$ cat src/rtl/monitor_pkg.sv
// Shared constants for the pin-monitor capture path and SPI frame shifter.
// Record layout: pins in the upper bits, timestamp in the lower bits.
package monitor_pkg;

    localparam int PIN_WIDTH_DEF  = 8;
    localparam int TIME_WIDTH_DEF = 32;
    localparam int REC_WIDTH      = PIN_WIDTH_DEF + TIME_WIDTH_DEF;

    localparam int REC_PIN_MSB  = REC_WIDTH - 1;
    localparam int REC_PIN_LSB  = TIME_WIDTH_DEF;
    localparam int REC_TIME_MSB = TIME_WIDTH_DEF - 1;
    localparam int REC_TIME_LSB = 0;

    typedef enum logic [1:0] {
        LOAD_NONE,
        LOAD_FIFO,
        LOAD_BYPASS,
        LOAD_IDLE
    } load_sel_e;

endpackage

$ cat src/rtl/record_fifo.sv
// Single-clock record FIFO; a push into a full FIFO is accepted when a pop
// happens in the same cycle.
module record_fifo
    import monitor_pkg::*;
#(
    parameter int WIDTH = REC_WIDTH,
    parameter int DEPTH = 4
) (
    input  logic                     clk,
    input  logic                     rst,
    input  logic                     push_i,
    input  logic [WIDTH-1:0]         data_i,
    input  logic                     pop_i,
    output logic [WIDTH-1:0]         data_o,
    output logic                     full_o,
    output logic                     empty_o,
    output logic [$clog2(DEPTH):0]   level_o
);

    localparam int AW = $clog2(DEPTH);
    localparam int LW = AW + 1;

    logic [WIDTH-1:0] mem_q [DEPTH];
    logic [AW-1:0]    wr_ptr_q, wr_ptr_d;
    logic [AW-1:0]    rd_ptr_q, rd_ptr_d;
    logic [LW-1:0]    level_q, level_d;
    logic             do_push, do_pop;

    assign full_o  = (level_q == LW'(DEPTH));
    assign empty_o = (level_q == '0);
    assign level_o = level_q;
    assign data_o  = mem_q[rd_ptr_q];

    assign do_pop  = pop_i && !empty_o;
    assign do_push = push_i && (!full_o || do_pop);

    always_comb begin
        wr_ptr_d = wr_ptr_q;
        rd_ptr_d = rd_ptr_q;
        level_d  = level_q;
        if (do_push) wr_ptr_d = wr_ptr_q + AW'(1);
        if (do_pop)  rd_ptr_d = rd_ptr_q + AW'(1);
        if (do_push && !do_pop) level_d = level_q + LW'(1);
        if (!do_push && do_pop) level_d = level_q - LW'(1);
    end

    always_ff @(posedge clk or posedge rst) begin
        if (rst) begin
            wr_ptr_q <= '0;
            rd_ptr_q <= '0;
            level_q  <= '0;
        end else begin
            wr_ptr_q <= wr_ptr_d;
            rd_ptr_q <= rd_ptr_d;
            level_q  <= level_d;
        end
    end

    // Storage needs no reset; the level counter gates every read.
    always_ff @(posedge clk) begin
        if (do_push) mem_q[wr_ptr_q] <= data_i;
    end

endmodule

$ cat src/rtl/capture_scheduler.sv
// Timestamps pin changes, buffers them and hands one record per SPI frame
// request to the shifter; an idle snapshot is served when nothing is queued.
module capture_scheduler
    import monitor_pkg::*;
#(
    parameter int PIN_WIDTH  = PIN_WIDTH_DEF,
    parameter int TIME_WIDTH = TIME_WIDTH_DEF,
    parameter int DEPTH      = 4
) (
    input  logic                    clk,
    input  logic                    rst,
    input  logic [PIN_WIDTH-1:0]    pin_values,
    input  logic                    record_req,
    output logic                    record_valid,
    output logic [PIN_WIDTH-1:0]    record_pins,
    output logic [TIME_WIDTH-1:0]   record_time,
    output logic                    record_is_change,
    output logic [$clog2(DEPTH):0]  fifo_level,
    output logic                    overflow,
    input  logic                    clear_overflow,
    output logic [TIME_WIDTH-1:0]   time_now
);

    localparam int RW = PIN_WIDTH + TIME_WIDTH;

    logic [TIME_WIDTH-1:0] time_q;
    logic [PIN_WIDTH-1:0]  samp_q, last_q;
    logic [PIN_WIDTH-1:0]  pins_q, pins_d;
    logic [TIME_WIDTH-1:0] rtime_q, rtime_d;
    logic                  is_chg_q, is_chg_d;
    logic                  valid_q, valid_d;
    logic                  ovf_q, ovf_d;

    logic                  change;
    logic                  fifo_full, fifo_empty;
    logic                  push, pop, drop;
    logic [RW-1:0]         head, cur_rec;
    load_sel_e             sel;

    assign change  = (samp_q != last_q);
    assign cur_rec = {samp_q, time_q};

    always_comb begin
        sel = LOAD_NONE;
        if (record_req) begin
            if (!fifo_empty) sel = LOAD_FIFO;
            else if (change) sel = LOAD_BYPASS;
            else             sel = LOAD_IDLE;
        end
    end

    // A bypassed change goes straight to the outputs, never into the FIFO.
    assign pop  = (sel == LOAD_FIFO);
    assign push = change && (sel != LOAD_BYPASS);
    assign drop = push && fifo_full && !pop;

    record_fifo #(
        .WIDTH (RW),
        .DEPTH (DEPTH)
    ) u_fifo (
        .clk     (clk),
        .rst     (rst),
        .push_i  (push),
        .data_i  (cur_rec),
        .pop_i   (pop),
        .data_o  (head),
        .full_o  (fifo_full),
        .empty_o (fifo_empty),
        .level_o (fifo_level)
    );

    always_comb begin
        pins_d   = pins_q;
        rtime_d  = rtime_q;
        is_chg_d = is_chg_q;
        valid_d  = valid_q;
        unique case (sel)
            LOAD_FIFO: begin
                pins_d   = head[RW-1:TIME_WIDTH];
                rtime_d  = head[TIME_WIDTH-1:0];
                is_chg_d = 1'b1;
                valid_d  = 1'b1;
            end
            LOAD_BYPASS, LOAD_IDLE: begin
                pins_d   = samp_q;
                rtime_d  = time_q;
                is_chg_d = (sel == LOAD_BYPASS);
                valid_d  = 1'b1;
            end
            default: ;
        endcase
    end

    // Setting wins over a same-cycle clear so no drop goes unreported.
    always_comb begin
        ovf_d = ovf_q;
        if (drop)                ovf_d = 1'b1;
        else if (clear_overflow) ovf_d = 1'b0;
    end

    always_ff @(posedge clk or posedge rst) begin
        if (rst) begin
            time_q   <= '0;
            samp_q   <= '0;
            last_q   <= '0;
            pins_q   <= '0;
            rtime_q  <= '0;
            is_chg_q <= 1'b0;
            valid_q  <= 1'b0;
            ovf_q    <= 1'b0;
        end else begin
            time_q   <= time_q + TIME_WIDTH'(1);
            samp_q   <= pin_values;
            last_q   <= samp_q;
            pins_q   <= pins_d;
            rtime_q  <= rtime_d;
            is_chg_q <= is_chg_d;
            valid_q  <= valid_d;
            ovf_q    <= ovf_d;
        end
    end

    assign record_valid     = valid_q;
    assign record_pins      = pins_q;
    assign record_time      = rtime_q;
    assign record_is_change = is_chg_q;
    assign overflow         = ovf_q;
    assign time_now         = time_q;

endmodule
$ cat config.mk
export PLATFORM = sky130hd
export DESIGN_NAME = capture_scheduler
export DESIGN_NICKNAME = d
export VERILOG_FILES = /design/src/rtl/monitor_pkg.sv /design/src/rtl/record_fifo.sv /design/src/rtl/capture_scheduler.sv
export SDC_FILE = /design/constraint.sdc
export NUM_CORES = 1
export LEC_CHECK = 0
export CAP_MARGIN = 20
export CORE_MARGIN = 4
export CORE_UTILIZATION = 40
export CTS_CLUSTER_SIZE = 12
export DETAILED_ROUTE_END_ITERATION = 7
export PLACE_DENSITY = 0.68
export SYNTH_ARGS = -nofsm -noshare
export SYNTH_HDL_FRONTEND = slang
export SYNTH_SLANG_ARGS = --single-unit
$ cat constraint.sdc
create_clock -name clk -period 3 [get_ports clk]
set_input_delay 0.45 -clock clk [delete_from_list [all_inputs] [get_ports clk]]
set_output_delay 0.45 -clock clk [all_outputs]
set_load 0.02 [all_outputs]
==> flow_metrics.env, run 1 <==
export IMPL_hp_class="input pin to async pin"
export IMPL_fin_tns_setup_ns=0
export IMPL_post_cts_buffers=0
export IMPL_numCtsBuffers=27
export IMPL_h_tree_depth=1
export IMPL_grt_pass1_wl_um=33300
export IMPL_cts_sinks=258
export IMPL_die_height_um=166
export IMPL_dpl_cell_area_um2=11400
export IMPL_first_iter_violations=391
export IMPL_worstPathMaxFanout=8
export IMPL_finalHoldViolations=0
export IMPL_gp_congestion=0.719
export IMPL_synth_cells=629
export IMPL_fin_crit_sh=0.829
export IMPL_area_delta_synth_final_pct=21.4
export IMPL_cap_violations=0
export IMPL_critPathKind="flip-flop to flip-flop"
export IMPL_min_period_ns=2.49
export IMPL_startpoint="samp_q[7]$_DFF_PP0_"
export IMPL_dieWidth_um=166
export IMPL_final_cell_mix="edfxtp_1 (160), nand2_1 (98), dfrtp_1 (96)"
export IMPL_setup_viol=0
export IMPL_tightest_slew_ns=0.946
export IMPL_antenna_found_initial=0
export IMPL_worst_setup_path_start_kind="flip-flop"
export IMPL_grt_start_max_net_pins=92
export IMPL_worstPathArrival_ns=2.88
export IMPL_diodes=0
export IMPL_row_count=57
export IMPL_grt_pass1_vias=5677
export IMPL_r2r_start="samp_q[7]$_DFF_PP0_"
export IMPL_ios=90
export IMPL_post_route_cell_area_um2=12200
export IMPL_fill_cells=2053
export IMPL_finalHoldWorstSlack_ns=0.342
export IMPL_syn_avg_cell_area_um2=15.9
export IMPL_final_common_cell="edfxtp_1"
export IMPL_core_area_um2=24500
export IMPL_groute_usage_overall=0.150
export IMPL_routed_via_density=5.14
export IMPL_drive_gt1_frac=0.154
export IMPL_rsz0062_at_grt="false"
export IMPL_clockBufferDepth=3
export IMPL_die_area_um2=27600
export IMPL_finClkSkew_ns=0.00861
export IMPL_worst_ir_drop_vdd_uv=485
export IMPL_synth_area_um2=10000
export IMPL_p_per_area_nw_per_um2=986
export IMPL_cts_resized=0
export IMPL_status="complete, no violations"
export IMPL_yosysWarningCount=0
export IMPL_firstDrtPassIters=5
export IMPL_start_util=0.410
export IMPL_grt_overflow=0
export IMPL_ys_seq_elements=258
export IMPL_critPathRequiredTime_ns=3.39
export IMPL_wl_um=20700
export IMPL_synth_nets=647
export IMPL_final_nets=750
export IMPL_final_antenna_net_count=0
export IMPL_clk_latency_ns=0.52
export IMPL_final_max_slew_viol_count=0
export IMPL_seqCellArea_um2=7260
export IMPL_synth_seq_area_share=0.724
export IMPL_multiInputGateArea_um2=2600
export IMPL_clk_pin_slew_worst_paths_ns=0.06
export IMPL_hpwl_um=12500
export IMPL_crit_path_end_kind="flip-flop"
export IMPL_max_freq_mhz=402
export IMPL_cts_hold_buf=0
export IMPL_synthDistinctLibCells=40
export IMPL_p_leak_nw=4.49
export IMPL_cts_root_buffer="clkbuf_16"
export IMPL_slew_headroom=0.370
export IMPL_via_count=5529
export IMPL_cts_tree="yes"
export IMPL_wl_per_cell_um=19.3
export IMPL_drc_errors=0
export IMPL_port_buffers=89
[Yosys cell counts, drive strengths merged]
master	count	share of area
mux2i	1	0.0010
or3	1	0.00062
inv	9	0.0034
nor3	4	0.0025
and4	4	0.0036
o21ai	2	0.0010
o211ai	1	0.00075
edfxtp	160	0.48
nor4	2	0.0034
xor2	8	0.0070
and3	4	0.0027
clkbuf	18	0.0067
o32ai	1	0.00087
nand2	98	0.037
dfrtp	98	0.24
mux2	1	0.0011
a32oi	1	0.00087
and2	6	0.0037
nor2	51	0.019
a31oi	41	0.026
ha	5	0.0062
nand3	12	0.0080
mux4	41	0.092
xnor2	35	0.031
buf	14	0.0071
fa	1	0.0020
a211o	1	0.00087
or2	1	0.00062
nand4	8	0.0071
[sequential cells by signal (all words and copies together) (netlist names)]
signal            count
record_is_change      1
samp_q                8
record_time          32
record_valid          1
time_now             32
u_fifo.rd_ptr_q       2
record_pins           8
overflow              1
u_fifo.mem_q        160
last_q                8
u_fifo.wr_ptr_q       2
u_fifo.level_o        3
[area by class of cell]
| class | count | share of cell area |
|---|---|---|
| Inverter | 9 | 0.00309 |
| Tap cell | 324 | 0.0333 |
| Clock inverter | 5 | 0.00216 |
| Timing Repair Buffer | 106 | 0.0877 |
| Sequential cell | 258 | 0.597 |
| Multi-Input combinational cell | 330 | 0.214 |
| Clock buffer | 43 | 0.0630 |
[power by group]
part | internal (mW) | leakage [nW] | switching (mW)
sequential | 4.94 | 2.78 | 0.518
clock | 1.74 | 0.385 | 1.27
combinational | 1.62 | 1.33 | 1.90
total | 8.30 | 4.49 | 3.69
[layer usage]
metal / up-vias / GRT usage / share of wire
li1: 2531 / - / -
met1: 2832 / 0.212 / 0.44
met2: 139 / 0.248 / 0.49
met3: 27 / 0.0264 / 0.046
met4: 0 / 0.0334 / 0.023
met5: - / 0 / 0
[metrics by stage]
step	setup slack, ns	power (mW)	instances	utilization
CTS	0.487	12.2	1075	0.497
global placement	0.596	9.05	1027	0.465
detailed placement	0.496	9.13	1027	0.465
global route	0.301	12.6	1075	0.497
finish	0.512	12.0	1075	0.497
floorplan	0.493	7.64	629	-
[critical path, cell delays in order, from the launching register on]
cell     delay [ns]
dfrtp_1        0.44
xnor2_1        0.22
nand4_1        0.13
nor2_2         0.36
nand3_1        0.15
fa_1           0.40
nor2_1         0.13
o21ai_0        0.10
mux4_2         0.44
[path summary, 6_finish.rpt]
kind,cells after the start,to,slack (ns)
max,8,u_fifo.level_o[2]$_DFFE_PP0P_,0.51
min,2,record_pins[1]$_DFFE_PP0P_,0.34
max reg2reg,8,u_fifo.level_o[2]$_DFFE_PP0P_,0.51
min reg2reg,1,record_valid$_DFFE_PP0P_,0.47
max in group asynchronous,3,time_now[14]$_DFF_PP0_,2.02
min in group clk,4,u_fifo.level_o[1]$_DFFE_PP0P_,0.39
[cell families after synthesis]
group,share of synthesized area
adder cells (fa/ha/maj),0.00824
flip-flops,0.724
multiplexers,0.0943
buffers and inverters,0.0172
AND/OR/NAND/NOR,0.0884
AO/OA/AOI/OAI,0.0300
XOR/XNOR,0.0376
Note: power is estimated with default switching activity, not from simulation.
==> inputs of run 2 (changes only) <==
--- a/config.mk
+++ b/config.mk
@@ -10,7 +10,7 @@
 export CORE_UTILIZATION = 40
 export CTS_CLUSTER_SIZE = 12
 export DETAILED_ROUTE_END_ITERATION = 7
-export PLACE_DENSITY = 0.68
+export PLACE_DENSITY = 0.66
 export SYNTH_ARGS = -nofsm -noshare
 export SYNTH_HDL_FRONTEND = slang
 export SYNTH_SLANG_ARGS = --single-unit
==> constraint.sdc (replaced) <==
create_clock -name clk -period 2.45 [get_ports clk]
set_input_delay 0.3675 -clock clk [delete_from_list [all_inputs] [get_ports clk]]
set_output_delay 0.3675 -clock clk [all_outputs]
set_load 0.02 [all_outputs]
==> run 2 against run 1 <==
Critical path depth unchanged. Critical path type unchanged. Clock skew decreased by 0.00053 ns. Fmax rose by 11%. Sequential power grew 21%.
==> flow_metrics.env, run 2 (synthesized netlist as in run 1, its figures left out) <==
export IMPL_ff2ff_path_depth=8
export IMPL_cts_hold_buf=0
export IMPL_clk_pin_slew_worst_paths_ns=0.06
export IMPL_post_cts_buffers=0
export IMPL_fin_tns_setup_ns=0
export IMPL_clockBufferDepth=3
export IMPL_diodes=0
export IMPL_clk_latency_ns=0.51
export IMPL_tightest_slew_ns=0.565
export IMPL_final_max_slew_viol_count=0
export IMPL_cts_sinks=258
export IMPL_setup_viol=0
export IMPL_firstDrtPassIters=4
export IMPL_min_period_ns=2.25
export IMPL_h_tree_depth=1
export IMPL_first_iter_violations=392
export IMPL_startpoint="samp_q[1]$_DFF_PP0_"
export IMPL_dieWidth_um=166
export IMPL_die_height_um=166
export IMPL_antenna_found_initial=0
export IMPL_highest_layer="met4"
export IMPL_final_antenna_net_count=0
export IMPL_drive_gt1_frac=0.166
export IMPL_wl_met2_um=10600
export IMPL_ios=90
export IMPL_final_cell_mix="edfxtp_1 (160), nand2_1 (98), dfrtp_1 (96)"
export IMPL_hp_class="input pin to async pin"
export IMPL_p_leak_nw=4.55
export IMPL_critPathKind="flip-flop to flip-flop"
export IMPL_multiInputGateArea_um2=2600
export IMPL_routed_via_density=5.19
export IMPL_fin_crit_sh=0.918
export IMPL_dp_cells=1034
export IMPL_p_per_area_nw_per_um2=1210
export IMPL_start_util=0.410
export IMPL_cts_tree="yes"
export IMPL_area_delta_synth_final_pct=22.5
export IMPL_port_buffers=89
export IMPL_rsz0062_at_grt="false"
export IMPL_slew_headroom=0.623
export IMPL_via_count=5616
export IMPL_groute_usage_overall=0.154
export IMPL_core_area_um2=24500
export IMPL_wl_met1_um=9120
export IMPL_top_register="u_fifo.mem_q"
export IMPL_wl_um=21300
export IMPL_largest_reg_flops=160
export IMPL_r2r_start="samp_q[1]$_DFF_PP0_"
export IMPL_max_freq_mhz=445
export IMPL_crit_path_end_kind="flip-flop"
export IMPL_finClkSkew_ns=0.00808
export IMPL_layout_cells_non_filler=1082
export IMPL_gp_congestion=0.769
export IMPL_grt_overflow=0
export IMPL_fill_cells=2008
export IMPL_cts_resized=0
export IMPL_worst_ir_drop_vdd_uv=655
export IMPL_cap_violations=0
export IMPL_hpwl_um=13300
export IMPL_grt_start_max_net_pins=55
export IMPL_grt_pass1_vias=5977
export IMPL_grt_pass1_wl_um=34100
export IMPL_final_common_cell="edfxtp_1"
export IMPL_worstPathMaxFanout=7
export IMPL_wl_per_cell_um=19.7
export IMPL_final_nets=757
export IMPL_status="complete, no violations"
export IMPL_critPathRequiredTime_ns=2.84
export IMPL_finalHoldViolations=0
export IMPL_cts_root_buffer="clkbuf_16"
export IMPL_numCtsBuffers=27
export IMPL_worst_setup_path_start_kind="flip-flop"
export IMPL_seqCellArea_um2=7260
export IMPL_row_count=57
export IMPL_die_area_um2=27600
export IMPL_dr_wl_met3_um=1060
export IMPL_worstPathArrival_ns=2.64
export IMPL_drc_errors=0
==> run 2: changes by cell type in the layout (fill, tap and decap cells not counted) <==
cell      change
clkinv_2      +2
clkbuf_8      +2
buf_4         +4
inv_6         -1
clkinv_1      -1
buf_12        +3
clkbuf_1      -2
==> run 2: worst max-delay path: stages, from the launching register on <==
cell     delay [ns]
dfrtp_1        0.45
xnor2_1        0.18
nand4_1        0.15
nor2_2         0.16
nand3_1        0.12
fa_1           0.39
nor2_1         0.12
o21ai_0        0.09
mux4_2         0.46
==> run 2: worst paths after layout <==
path                                                  end  slack (ns)
setup / recovery            u_fifo.level_o[2]$_DFFE_PP0P_        0.20
hold / removal                record_time[21]$_DFFE_PP0P_        0.24
setup reg to reg            u_fifo.level_o[2]$_DFFE_PP0P_        0.20
hold reg to reg                  record_valid$_DFFE_PP0P_        0.47
max in group asynchronous  u_fifo.rd_ptr_q[1]$_DFFE_PP0P_        1.62
min in group clk                      samp_q[4]$_DFF_PP0_        0.31
==> run 2: metal layers <==
layer | global-route usage | vias to the layer above
met4 | 0.0441 | 0
met2 | 0.260 | 133
met5 | 0 | -
li1 | - | 2540
met1 | 0.205 | 2904
met3 | 0.0319 | 39
==> run 2: power breakdown <==
group          internal, mW  total (mW)  leakage [nW]  switching [mW]
logic                  2.07        4.54          1.37            2.47
clock network          2.18        3.72         0.399            1.54
registers              6.05        6.60          2.78           0.543
total                  10.3        14.9          4.55            4.56
==> run 2: final cells by class <==
class | instances | share of cell area
tap | 324 | 0.0330
clock inverter | 5 | 0.00194
timing repair buffer | 113 | 0.0942
multi-input combinational | 330 | 0.212
sequential | 258 | 0.592
inverter | 9 | 0.00306
clock buffer | 43 | 0.0640
==> run 2: metrics by stage <==
| step | worst slack, ns | hold slack [ns] | power [mW] | area [um^2] | utilization |
|---|---|---|---|---|---|
| finish | 0.201 | 0.243 | 14.9 | 12300 | 0.502 |
| global route | 0.00725 | 0.279 | 15.7 | 12300 | 0.502 |
| CTS | 0.169 | 0.243 | 15.1 | 12300 | 0.502 |
| detailed placement | 0.185 | 0.460 | 11.3 | 11500 | 0.468 |
| global placement | 0.291 | 0.453 | 11.2 | 11500 | 0.468 |
| floorplan | 0.0595 | 0.399 | 9.34 | 10000 | - |
==> inputs of run 3 (changes only) <==
==> constraint.sdc (replaced) <==
create_clock -name clk -period 2.8 [get_ports clk]
set_input_delay 0.42 -clock clk [delete_from_list [all_inputs] [get_ports clk]]
set_output_delay 0.42 -clock clk [all_outputs]
set_load 0.02 [all_outputs]
==> run 3 against run 2 <==
Critical endpoint unchanged. Largest cell class unchanged. Clock-buffer cell count up 3. Sequential cell count unchanged. Combinational power down 17%. Cell count down 0.46%. Die area unchanged. Routed wire length down 2.7%. Critical path depth unchanged. First-iteration DRC count up 9.7%.
==> flow_metrics.env, run 3 (synthesized netlist as in run 1, its figures left out) <==
export IMPL_grt_pass1_wl_um=33500
export IMPL_total_power_mw=12.9
export IMPL_cts_sinks=258
export IMPL_via_count=5603
export IMPL_row_count=57
export IMPL_hpwl_um=12500
export IMPL_min_period_ns=2.37
export IMPL_cts_hold_buf=0
export IMPL_switching_power_mw=3.94
export IMPL_fill_cells=2035
export IMPL_crit_path_end_kind="flip-flop"
export IMPL_worstPathArrival_ns=2.76
export IMPL_final_common_cell="edfxtp_1"
export IMPL_switching_share=0.305
export IMPL_critPathRequiredTime_ns=3.20
export IMPL_final_nets=750
export IMPL_port_buffers=89
export IMPL_clk_latency_ns=0.53
export IMPL_worst_setup_path_start_kind="flip-flop"
export IMPL_area_delta_synth_final_pct=21.5
export IMPL_p_per_area_nw_per_um2=1060
export IMPL_dp_cells=1027
export IMPL_grt_overflow=0
export IMPL_gp_congestion=0.739
export IMPL_largest_reg_flops=160
export IMPL_final_max_slew_viol_count=0
export IMPL_setup_viol=0
export IMPL_die_area_um2=27600
export IMPL_fin_crit_sh=0.846
export IMPL_clockBufferDepth=3
export IMPL_finClkSkew_ns=0.0182
export IMPL_wl_um=20700
export IMPL_layout_cells_non_filler=1077
export IMPL_h_tree_depth=1
export IMPL_firstDrtPassIters=5
export IMPL_cts_tree="yes"
export IMPL_first_iter_violations=430
export IMPL_finalHoldViolations=0
export IMPL_final_antenna_net_count=0
export IMPL_cap_violations=0
export IMPL_slew_headroom=0.370
export IMPL_rsz0062_at_grt="false"
export IMPL_post_cts_buffers=0
export IMPL_max_freq_mhz=422
export IMPL_numCtsBuffers=27
export IMPL_power_frac_comb=0.292
export IMPL_top_register="u_fifo.mem_q"
export IMPL_critPathKind="flip-flop to flip-flop"
export IMPL_worstPathMaxFanout=7
export IMPL_cts_resized=0
export IMPL_p_leak_nw=4.50
export IMPL_pwr_share_seq=0.450
export IMPL_final_cell_mix="edfxtp_1 (160), nand2_1 (98), dfrtp_1 (96)"
export IMPL_grt_start_max_net_pins=92
export IMPL_core_area_um2=24500
export IMPL_dieWidth_um=166
export IMPL_die_height_um=166
export IMPL_clock_power_share=0.258
export IMPL_hp_class="input pin to async pin"
export IMPL_worst_ir_drop_vdd_uv=584
export IMPL_grt_pass1_vias=6017
export IMPL_routed_via_density=5.20
export IMPL_ios=90
export IMPL_antenna_found_initial=0
export IMPL_diodes=0
export IMPL_status="complete, no violations"
export IMPL_p_int_mw=8.99
export IMPL_wl_per_cell_um=19.2
export IMPL_clk_pin_slew_worst_paths_ns=0.06
export IMPL_groute_usage_overall=0.150
export IMPL_drc_errors=0
export IMPL_drive_gt1_frac=0.154
export IMPL_tightest_slew_ns=0.945
export IMPL_start_util=0.410
export IMPL_cts_root_buffer="clkbuf_16"
export IMPL_fin_tns_setup_ns=0
==> run 3: changes by cell type in the layout (fill, tap and decap cells not counted) <==
cell / change
buf_12: -5
buf_4: -2
bufinv_16: +1
clkbuf_1: +5
clkbuf_8: -2
clkinv_2: -4
inv_6: +2
==> run 3: layout make-up <==
type                            count  area, um^2  share of cell area
Inverter                            9        37.5             0.00308
Sequential cell                   258        7260               0.596
Tap cell                          324         405              0.0333
Timing Repair Buffer              106        1040              0.0855
Clock inverter                      4        51.3             0.00421
Multi-Input combinational cell    330        2600               0.214
Clock buffer                       46         777              0.0638
==> run 3: final timing paths <==
check / from / end / slack [ns] / cells after the start
setup / recovery: samp_q[5]$_DFF_PP0_ / u_fifo.level_o[2]$_DFFE_PP0P_ / 0.43 / 8
hold / removal: rst / record_time[30]$_DFFE_PP0P_ / 0.34 / 3
setup reg to reg: samp_q[5]$_DFF_PP0_ / u_fifo.level_o[2]$_DFFE_PP0P_ / 0.43 / 8
hold reg to reg: record_valid$_DFFE_PP0P_ / record_valid$_DFFE_PP0P_ / 0.47 / 1
max in group asynchronous: rst / record_time[14]$_DFFE_PP0P_ / 2.03 / 3
min in group clk: pin_values[6] / samp_q[6]$_DFF_PP0_ / 0.35 / 1
==> run 3: critical path: stages, from the launching register on <==
cell and delay [ns]:
dfrtp_1 0.45, xnor2_1 0.21, nand4_1 0.17, nor2_2 0.16, nand3_1 0.11, fa_1 0.41, nor2_1 0.16, o21ai_0 0.11
mux4_2 0.46
==> run 3: metal layers <==
metal  share of wire  wire, um  up-vias  GRT usage
met5               0         0        -          0
li1                -         -     2531          -
met4           0.014       281        0     0.0313
met2            0.51     10600      156      0.264
met3           0.051      1060       30     0.0286
met1            0.42      8710     2886      0.197
==> run 3: power by group through the flow <==
stage                     logic, mW  clock network, mW  registers [mW]
after global placement         3.78                  0            5.82
after floorplan                2.13                  0            6.06
after detailed placement       3.85                  0            5.89
final                          3.78               3.34            5.81
after global routing           4.11               3.58            5.93
after CTS                      3.87               3.42            5.83
==> run 3: through the flow <==
step,util,hold WS (ns),instance area [um^2],worst slack [ns]
detailed placement,0.464,0.456,11300,0.445
finish,0.498,0.337,12200,0.431
floorplan,-,0.451,10000,0.293
CTS,0.498,0.334,12200,0.441
global route,0.498,0.330,12200,0.292
global placement,0.464,0.451,11300,0.634
